$ cat config.mk
export PLATFORM = sky130hd
export DESIGN_NAME = exe_muldiv_iter
export DESIGN_NICKNAME = d
export VERILOG_FILES = /design/src/rtl/exe_muldiv_iter.sv
export SDC_FILE = /design/constraint.sdc
export NUM_CORES = 1
export LEC_CHECK = 0
export ABC_AREA = 1
export ABC_CLOCK_PERIOD_IN_PS = 7580
export BUFFER_PORTS_ARGS = -buffer_cell sky130_fd_sc_hd__buf_2
export CORE_ASPECT_RATIO = 1.4
export CORE_MARGIN = 10
export CORE_UTILIZATION = 45
export DETAILED_ROUTE_END_ITERATION = 8
export PLACE_DENSITY_LB_ADDON = 0.3
export SLEW_MARGIN = 20
export SYNTH_ARGS = -nofsm -noshare
export SYNTH_HDL_FRONTEND = slang
export SYNTH_SLANG_ARGS = --single-unit
$ cat constraint.sdc
create_clock -name clk_i -period 7.58 [get_ports clk_i]
set_input_delay 0.379 -clock clk_i [delete_from_list [all_inputs] [get_ports clk_i]]
set_output_delay 0.379 -clock clk_i [all_outputs]
set_load 0.01 [all_outputs]
$ cat src/rtl/exe_muldiv_iter.sv
// -----------------------------------------------------------------------------
// exe_muldiv_iter
//   Multi-cycle RV32M execute unit that sits beside the single-cycle exe ALU.
//   It runs MUL/MULH/MULHSU/MULHU as radix-2 shift-add and DIV/DIVU/REM/REMU
//   as restoring division, one bit per cycle on operand magnitudes.
//   The sign is fixed up when the operation completes.
//   The pipeline is held through stallreq_o while the unit works.
//   The result is presented for exactly one cycle with valid_o.
//
//   Optional feature, selected by macro MULDIV_FAST_MUL_EN:
//     defined   -> MUL* ops use a single-cycle combinational multiplier
//                  (IDLE -> DONE, valid in cycle 1); DIV/REM stay iterative.
//     undefined -> every op is iterative (XLEN+1 cycles, shortcuts excepted).
//
// Ports
//   clk_i        clock, rising edge
//   rst_i        synchronous reset, active-high
//   start_i      M-extension instruction present in exe
//   flush_i      pipeline flush; aborts the current op, no writeback
//   funct3_i     000 MUL 001 MULH 010 MULHSU 011 MULHU
//                100 DIV 101 DIVU 110 REM 111 REMU
//   op1_i/op2_i  rs1 / rs2 values
//   reg_waddr_i  destination register rd
//   result_o     result, meaningful only while valid_o=1
//   reg_waddr_o  rd latched at start
//   valid_o      one-cycle result strobe
//   busy_o       unit not idle
//   stallreq_o   hold request to pipe_ctrl
// -----------------------------------------------------------------------------
module exe_muldiv_iter #(
    parameter int unsigned XLEN  = 32,
    parameter int unsigned CNT_W = 6
) (
    input  logic            clk_i,
    input  logic            rst_i,
    input  logic            start_i,
    input  logic            flush_i,
    input  logic [2:0]      funct3_i,
    input  logic [XLEN-1:0] op1_i,
    input  logic [XLEN-1:0] op2_i,
    input  logic [4:0]      reg_waddr_i,
    output logic [XLEN-1:0] result_o,
    output logic [4:0]      reg_waddr_o,
    output logic            valid_o,
    output logic            busy_o,
    output logic            stallreq_o
);

    localparam int unsigned     AW      = 2 * XLEN;
    localparam logic [XLEN-1:0] INT_MIN = {1'b1, {(XLEN-1){1'b0}}};

    typedef enum logic [1:0] {S_IDLE, S_CALC, S_DONE} state_e;

    state_e           state_q,  state_d;
    logic [2:0]       funct3_q, funct3_d;
    logic [4:0]       rd_q,     rd_d;
    logic [CNT_W-1:0] cnt_q,    cnt_d;
    logic [AW-1:0]    acc_q,    acc_d;     // {hi, lo}: product or {remainder, dividend/quotient}
    logic [XLEN-1:0]  opnd_q,   opnd_d;    // multiplicand or divisor magnitude
    logic             neg_q,    neg_d;     // final result must be negated
    logic [XLEN-1:0]  result_q, result_d;

    // ---------------- operand decode (IDLE) ----------------
    logic            op1_signed, op2_signed, s1, s2;
    logic [XLEN-1:0] op1_mag, op2_mag;
    logic            div_by_zero, div_ovf;
    logic [XLEN-1:0] short_res;

    assign op1_signed = funct3_i inside {3'b000, 3'b001, 3'b010, 3'b100, 3'b110};
    assign op2_signed = funct3_i inside {3'b000, 3'b001, 3'b100, 3'b110};
    assign s1         = op1_signed & op1_i[XLEN-1];
    assign s2         = op2_signed & op2_i[XLEN-1];
    assign op1_mag    = s1 ? -op1_i : op1_i;
    assign op2_mag    = s2 ? -op2_i : op2_i;

    // Cases with an architecturally fixed answer bypass the iteration.
    assign div_by_zero = funct3_i[2] && (op2_i == '0);
    assign div_ovf     = ((funct3_i == 3'b100) || (funct3_i == 3'b110)) &&
                         (op1_i == INT_MIN) && (op2_i == '1);
    assign short_res   = div_by_zero ? (funct3_i[1] ? op1_i : '1)
                                     : (funct3_i[1] ? '0    : op1_i);

`ifdef MULDIV_FAST_MUL_EN
    logic [AW-1:0]   fast_a, fast_b, fast_prod;
    logic [XLEN-1:0] fast_res;

    // Extending each operand to 2*XLEN makes one unsigned multiply serve all
    // four signedness combinations (result taken modulo 2^(2*XLEN)).
    assign fast_a    = {{XLEN{s1}}, op1_i};
    assign fast_b    = {{XLEN{s2}}, op2_i};
    assign fast_prod = fast_a * fast_b;
    assign fast_res  = (funct3_i[1:0] == 2'b00) ? fast_prod[XLEN-1:0] : fast_prod[AW-1:XLEN];
`endif

    // ---------------- one iteration (CALC) ----------------
    logic [XLEN-1:0] mul_addend, div_rem, div_sel, div_fix, final_res;
    logic [XLEN:0]   mul_sum, div_part;
    logic            div_fits;
    logic [AW-1:0]   mul_next, div_next, acc_step, prod_fix;

    // Multiply: add multiplicand into the high half when the current
    // multiplier bit (acc lsb) is set, then shift the whole accumulator right.
    assign mul_addend = acc_q[0] ? opnd_q : '0;
    assign mul_sum    = {1'b0, acc_q[AW-1:XLEN]} + {1'b0, mul_addend};
    assign mul_next   = {mul_sum, acc_q[XLEN-1:1]};

    // Restoring divide: partial remainder shifted left with the next dividend
    // bit; the difference fits XLEN bits whenever the divisor fits.
    assign div_part = acc_q[AW-1:XLEN-1];
    assign div_fits = div_part >= {1'b0, opnd_q};
    assign div_rem  = div_part[XLEN-1:0] - opnd_q;
    assign div_next = div_fits ? {div_rem,            acc_q[XLEN-2:0], 1'b1}
                               : {div_part[XLEN-1:0], acc_q[XLEN-2:0], 1'b0};

    assign acc_step  = funct3_q[2] ? div_next : mul_next;

    // Sign fix-up is computed from the final step so the registered result is
    // ready in the DONE cycle.
    assign prod_fix  = neg_q ? -acc_step : acc_step;
    assign div_sel   = funct3_q[1] ? acc_step[AW-1:XLEN] : acc_step[XLEN-1:0];
    assign div_fix   = neg_q ? -div_sel : div_sel;
    assign final_res = funct3_q[2]               ? div_fix :
                       (funct3_q[1:0] == 2'b00)  ? prod_fix[XLEN-1:0] :
                                                   prod_fix[AW-1:XLEN];

    // ---------------- next state ----------------
    always_comb begin
        // NOTE: every target gets a default first so no path can infer a latch.
        state_d  = state_q;
        funct3_d = funct3_q;
        rd_d     = rd_q;
        cnt_d    = cnt_q;
        acc_d    = acc_q;
        opnd_d   = opnd_q;
        neg_d    = neg_q;
        result_d = result_q;

        if (flush_i) begin
            state_d = S_IDLE;
        end else begin
            case (state_q)
                S_IDLE: begin
                    if (start_i) begin
                        funct3_d = funct3_i;
                        rd_d     = reg_waddr_i;
                        // Remainder follows the dividend; everything else is op1^op2.
                        neg_d    = (funct3_i == 3'b110) ? s1 : (s1 ^ s2);
                        cnt_d    = '0;
                        if (div_by_zero || div_ovf) begin
                            result_d = short_res;
                            state_d  = S_DONE;
                        end
`ifdef MULDIV_FAST_MUL_EN
                        else if (!funct3_i[2]) begin
                            result_d = fast_res;
                            state_d  = S_DONE;
                        end
`endif
                        else begin
                            state_d = S_CALC;
                            opnd_d  = funct3_i[2] ? op2_mag : op1_mag;
                            acc_d   = {{XLEN{1'b0}}, (funct3_i[2] ? op1_mag : op2_mag)};
                        end
                    end
                end
                S_CALC: begin
                    acc_d = acc_step;
                    cnt_d = cnt_q + CNT_W'(1);
                    if (cnt_q == CNT_W'(XLEN - 1)) begin
                        result_d = final_res;
                        state_d  = S_DONE;
                    end
                end
                S_DONE:  state_d = S_IDLE;
                default: state_d = S_IDLE;
            endcase
        end
    end

    // ---------------- state registers ----------------
    always_ff @(posedge clk_i) begin
        // NOTE: non-blocking assignments so every register samples pre-edge values.
        if (rst_i) begin
            state_q  <= S_IDLE;
            funct3_q <= '0;
            rd_q     <= '0;
            cnt_q    <= '0;
            acc_q    <= '0;
            opnd_q   <= '0;
            neg_q    <= 1'b0;
            result_q <= '0;
        end else begin
            state_q  <= state_d;
            funct3_q <= funct3_d;
            rd_q     <= rd_d;
            cnt_q    <= cnt_d;
            acc_q    <= acc_d;
            opnd_q   <= opnd_d;
            neg_q    <= neg_d;
            result_q <= result_d;
        end
    end

    // ---------------- outputs ----------------
    assign result_o    = result_q;
    assign reg_waddr_o = rd_q;
    assign valid_o     = (state_q == S_DONE) & ~flush_i;
    assign busy_o      = (state_q != S_IDLE);
    assign stallreq_o  = ((state_q == S_IDLE) & start_i & ~flush_i) | (state_q == S_CALC);

endmodule

==> metrics, run 1 <==
status finished, final reports clean; CP Class reg2reg; initial antenna violation count 0; Pwr Density 152.7 nW/um2; Slowest cell on crit path nor2_4; Detailed Route WL 86040 um; Initial Utilization 45.36%; Longest Clk Path Bufs 2; Synth async-reset ratio 0%; Post-CTS Setup Bufs 0; GPL Wtd Cong 1.145; Max VDD drop 0.0001610 V; first-pass GRT wire length 126900 um; Top FF cell, synth dfxtp_1; NumNets Final 3574; CTS tree done; n_diodes 0; Avg WL per Cell 21.62 um; die height 260.8 um; Total Routing Usage GR 33.54%; max incr delay on CP 0.55 ns; Slew @ Worst Pin 1.067 ns; syn_area_per_cell 5.478 um2; clock root buffer clkbuf_16; Fin Hold WS 0.1349 ns; Mapped Area 18630 um2; number of gates resized after cts 0; clock latency on the worst-skew pair 0.46 ns; Top-Level Pins 116; H-tree depth 4; cts-stage hold buffer count 0; share of post-route cells with drive strength above 1 9.392%; EDFF count, synth 0; die width 192.0 um; vias 22840; clock input transition at the sequential cells of the worst setup and hold paths 0.07 ns; Finished Cell Area 20090 um2; Final Setup Violations 0; TritonCTS buffer count 17; number of I/O port buffers 115; area post-placement 19490 um2; crit share post-route 66.02%; setup TNS 0 ns; CP startpoint kind flip-flop; RSZ-0062 raised after global routing false; Worst Clk Skew 0.01639 ns; worst rel slew slack 28.89%; largest net degree at the start of global routing 83; Max Freq 199.8 MHz; dpl hpwl 66830 um; ANT nets after route 0; WP data required 7.90 ns; Leak 0.01039 uW; register bit total from synthesis 145; CTS sink cnt 145; synthesized instance count 3401; core area 41070 um2; max-slew violations 0; worst hold-check path type in2reg; Synth Net Count 3549; Placement Rows 88; min Tclk post-route 5.004 ns; CP max FO 24; Via-to-Cell Ratio 5.740; critical path capture point type flip-flop; post-synthesis cell type count 57; drc violations 0; iteration-0 DRC count of the detailed router 2847; Fin. Hold Viols 0; total gr overflow 0; critical path arrival 5.33 ns; maxcap violations 0; Area Overhead vs Synth 7.811%; Pre-antenna DRT Iters 9; die area 50050 um2; post-synthesis sequential area ratio 15.58%; Synthesis Warnings 0; number of global-route vias before repair 20950; Worst path most repeated cell nand2_1
==> sequential cells by signal (all words and copies together) (netlist names) <==
signal,count
opnd_q,32
result_o,32
funct3_q,3
neg_q,1
state_q,2
acc_q,64
reg_waddr_o,5
cnt_q,6
==> cell type report <==
class	count	area (um2)
multi-input cells	2628	13270
well taps	540	675.6
fillers	4498	20980
clock buffers	20	457.9
inverters	487	1828
flip-flops and latches	145	2908
repair buffers	147	815.8
clock inverters	12	132.6
==> metal layers <==
layer	up-vias	share of wire, %	track usage [%]
met4	0	9.2	27.47
li1	11020	-	-
met5	-	0	0
met3	322	7.8	3.914
met1	10220	36	37.35
met2	1279	47	56.46
==> critical path: cells and delay by family (launching register included) <==
kind | cells | cell delay, ns
and+or+nand+nor | 23 | 3.15
AOI/OAI and AO/OA | 3 | 0.45
DFF | 1 | 0.51
buffers and inverters | 2 | 0.14
adders and majority gates | 2 | 0.58
==> power by group <==
part / internal [uW] / leakage [uW] / total [uW] / switching, uW
clock: 505 / 0.000282 / 899 / 394
sequential: 800 / 0.00118 / 836 / 36.5
combinational: 380 / 0.00892 / 1330 / 952
==> cells by family after synthesis <==
| kind of cell | Yosys count | share of synthesized area, % |
|---|---|---|
| compound gates | 670 | 19.94 |
| xor+xnor | 108 | 5.077 |
| fa+ha+maj | 72 | 4.916 |
| buf+inv | 628 | 13.30 |
| flops | 145 | 15.58 |
| simple gates | 1778 | 41.19 |
==> stage by stage <==
| stage | utilization (%) | power [uW] | worst slack [ns] | std cells |
|---|---|---|---|---|
| after floorplan | - | 1733 | 3.873 | 3401 |
| after global placement | 47.47 | 2131 | 2.889 | 3947 |
| after detailed placement | 47.47 | 2129 | 2.772 | 3947 |
| after CTS | 48.91 | 3020 | 2.760 | 3979 |
| after global routing | 48.91 | 3209 | 2.132 | 3979 |
| final | 48.91 | 3067 | 2.576 | 3979 |
==> synthesized netlist by cell type (all sizes together), types with 41 or more instances <==
| cell type | instances | area share (%) |
|---|---|---|
| clkbuf | 100 | 2.0 |
| xor2 | 81 | 3.8 |
| nand4 | 62 | 2.1 |
| ha | 70 | 4.7 |
| dfxtp | 145 | 16 |
| nand3 | 240 | 7.2 |
| nor2 | 358 | 7.8 |
| o21ai | 286 | 8.0 |
| a21oi | 266 | 7.3 |
| inv | 482 | 9.7 |
| nand2 | 1037 | 21 |
| buf | 41 | 1.5 |
==> cell usage in the layout, fill, tap and decap left out, types with 30 or more instances in the layout <==
| cell type | synthesis | routed |
|---|---|---|
| xor2_1 | 81 | 81 |
| nand4_1 | 62 | 62 |
| inv_1 | 469 | 467 |
| ha_1 | 70 | 70 |
| dfxtp_1 | 145 | 143 |
| nor3_1 | 30 | 30 |
| nand2_1 | 1006 | 1005 |
| o21ai_0 | 247 | 247 |
| o211ai_1 | 33 | 33 |
| a21oi_1 | 260 | 260 |
| nand3_1 | 212 | 212 |
| a31oi_1 | 33 | 33 |
| buf_2 | 17 | 115 |
| nor2_1 | 330 | 328 |
| buf_4 | 4 | 32 |
==> worst paths after layout <==
path / start / to / slack [ns] / cells after the start
max reg2reg: acc_q[55] / result_o[16] / 2.58 / 30
max: acc_q[55] / result_o[16] / 2.58 / 30
min reg2reg: result_o[27] / result_o[27] / 0.46 / 2
min: reg_waddr_i[4] / reg_waddr_o[4] / 0.13 / 3
No activity file was read; power rests on OpenSTA's default activity.
==> run 2: changes to the inputs <==
Settings changed: ABC_CLOCK_PERIOD_IN_PS 7580 to 4000.
Clock period 7.58 ns to 4 ns, I/O delays scaled along.
==> run 2 against run 1 <==
Against the previous run: combinational power increased by 130%; non-clock buffer count up 323; worst setup slack lost 2.5 ns.
==> metrics, run 2 (synthesis gave the netlist of run 1 again) <==
largest net degree at the start of global routing 65 (-22%); Max VDD drop 0.0002490 V (+55%); Initial Utilization 45.36% (unchanged); number of global-route vias before repair 22940 (+9.5%); critical path arrival 4.34 ns (-0.99 ns); clock latency on the worst-skew pair 0.47 ns (about the same); WP data required 4.39 ns (-3.51 ns); CP max FO 4 (-83%); Slowest cell on crit path dfxtp_1; dpl hpwl 74790 um (+12%); area post-placement 21700 um2 (+11%); H-tree depth 4 (unchanged); Worst Clk Skew 0.01564 ns (-0.0007494 ns); core area 41070 um2 (unchanged); min Tclk post-route 3.943 ns (-1.061 ns); clock root buffer clkbuf_16; final setup margin 0.05655 ns (-2.519 ns); Fin. Hold Viols 0 (unchanged); most frequent cells in the layout nand2_1, inv_1, buf_4; critical path capture point type flip-flop; share of post-route cells with drive strength above 1 22.38% (+13 points); worst rel slew slack 32.12% (+3.2 points); CP Class reg2reg; commonest non-fill, non-tap cell in the layout nand2_1; drc violations 0 (unchanged); die area 50050 um2 (unchanged); Finished Layout Cells 4302 (+8.1%); Finished Cell Area 23630 um2 (+18%); max reg flops 64 (unchanged); RSZ-0062 raised after global routing true; Detailed Route WL 94400 um (+9.7%); Area Overhead vs Synth 26.81%; die height 260.8 um (unchanged); Pre-antenna DRT Iters 7 (-2); maxcap violations 0 (unchanged); first-pass GRT wire length 136700 um (+7.7%); worst hold-check path type in2reg; n_diodes 0 (unchanged); status finished, final reports clean; CTS tree done; number of I/O port buffers 115 (unchanged); dpl cells 4235 (+7.3%); crit share post-route 98.59% (+33 points); iteration-0 DRC count of the detailed router 2858 (+0.39%); max-slew violations 0 (unchanged); max incr delay on CP 0.45 ns (-0.10 ns); Via-to-Cell Ratio 5.693 (-0.83%); initial antenna violation count 1 (+1); Slew @ Worst Pin 1.008 ns (-0.05912 ns); Leak 0.01207 uW (+16%); clock input transition at the sequential cells of the worst setup and hold paths 0.07 ns (about the same); Max Freq 253.6 MHz (+27%); ANT nets after route 0 (unchanged); Worst path most repeated cell nand2_2; vias 24490 (+7.2%); die width 192.0 um (unchanged); Top-Level Pins 116 (unchanged); Pwr Density 274.5 nW/um2 (+80%); NumNets Final 3898 (+9.1%); TritonCTS buffer count 17 (unchanged); total gr overflow 0 (unchanged); GPL Wtd Cong 1.075 (-6.1%); CP startpoint kind flip-flop; Post-Place Worst Slack -0.02414 ns (-2.796 ns); Final Setup Violations 0 (unchanged); most flop-heavy register acc_q; CTS sink cnt 145 (unchanged); Longest Clk Path Bufs 2 (unchanged); Avg WL per Cell 21.94 um (+1.5%); Placement Rows 88 (unchanged); Total Routing Usage GR 36.31% (+2.8 points)
==> run 2: cell count changes in the layout (fill, tap and decap cells not counted), moves of 28 or more <==
cell / before / now
dfxtp_1: 143 / 115
nand2_2: 28 / 71
dfxtp_2: 1 / 29
nand2_1: 1005 / 956
buf_4: 32 / 344
ha_4: 0 / 38
ha_1: 70 / 25
==> run 2: routing by layer <==
| metal | GRT usage, % | up-vias | routed length [um] |
|---|---|---|---|
| met1 | 38.35 | 10940 | 32490 |
| met3 | 5.557 | 470 | 7279 |
| met2 | 59.08 | 1428 | 43120 |
| met5 | 0 | - | 0 |
| met4 | 37.82 | 0 | 11510 |
| li1 | - | 11650 | - |
==> run 2: critical path, delay by kind of cell (launching register included) <==
family	cells	cell delay, ns
compound gates	2	0.23
xor+xnor	1	0.21
fa+ha+maj	2	0.46
buf+inv	3	0.20
flops	1	0.45
simple gates	22	2.33
==> run 2: power by group <==
part	internal [uW]	total (uW)	switching, uW
logic	1090	3120	2030
clock network	1020	1780	764
registers	1520	1580	59.5
==> run 2: timing repair <==
item	CTS	global route
gates cloned	0	1
pin swaps	0	58
resized for setup	4	239
hold buffers	6	0
setup buffers	0	30
endpoints found under the hold margin	6	0
setup endpoints to repair	8	29
==> run 2: area by class of cell <==
cell class              instances  area (um2)
clock buffers                  20       456.7
clock inverters                11       152.6
fillers                      4287       17440
inverters                     487        1828
multi-input cells            2629       14260
flip-flops and latches        145        2943
well taps                     540       675.6
repair buffers                470        3309
==> run 2: path summary, 6_finish.rpt <==
check	from	to	slack, ns	cells after the start
worst min register to register	result_o[29]	result_o[29]	0.47	2
worst max-delay path	acc_q[60]	result_o[10]	0.06	30
worst min-delay path	funct3_i[0]	funct3_q[0]	0.07	3
worst max register to register	acc_q[60]	result_o[10]	0.06	30
==> run 2: through the flow <==
stage	TNS [ns]	total power [uW]	hold WS [ns]	utilization [%]
after floorplan	0	3284	0.2761	-
after global placement	0	4439	0.4215	52.84
after detailed placement	-0.03062	4439	0.4266	52.84
after CTS	0	6207	0.05699	54.52
after global routing	-2.022	6762	0.1076	57.53
final	0	6485	0.06635	57.53
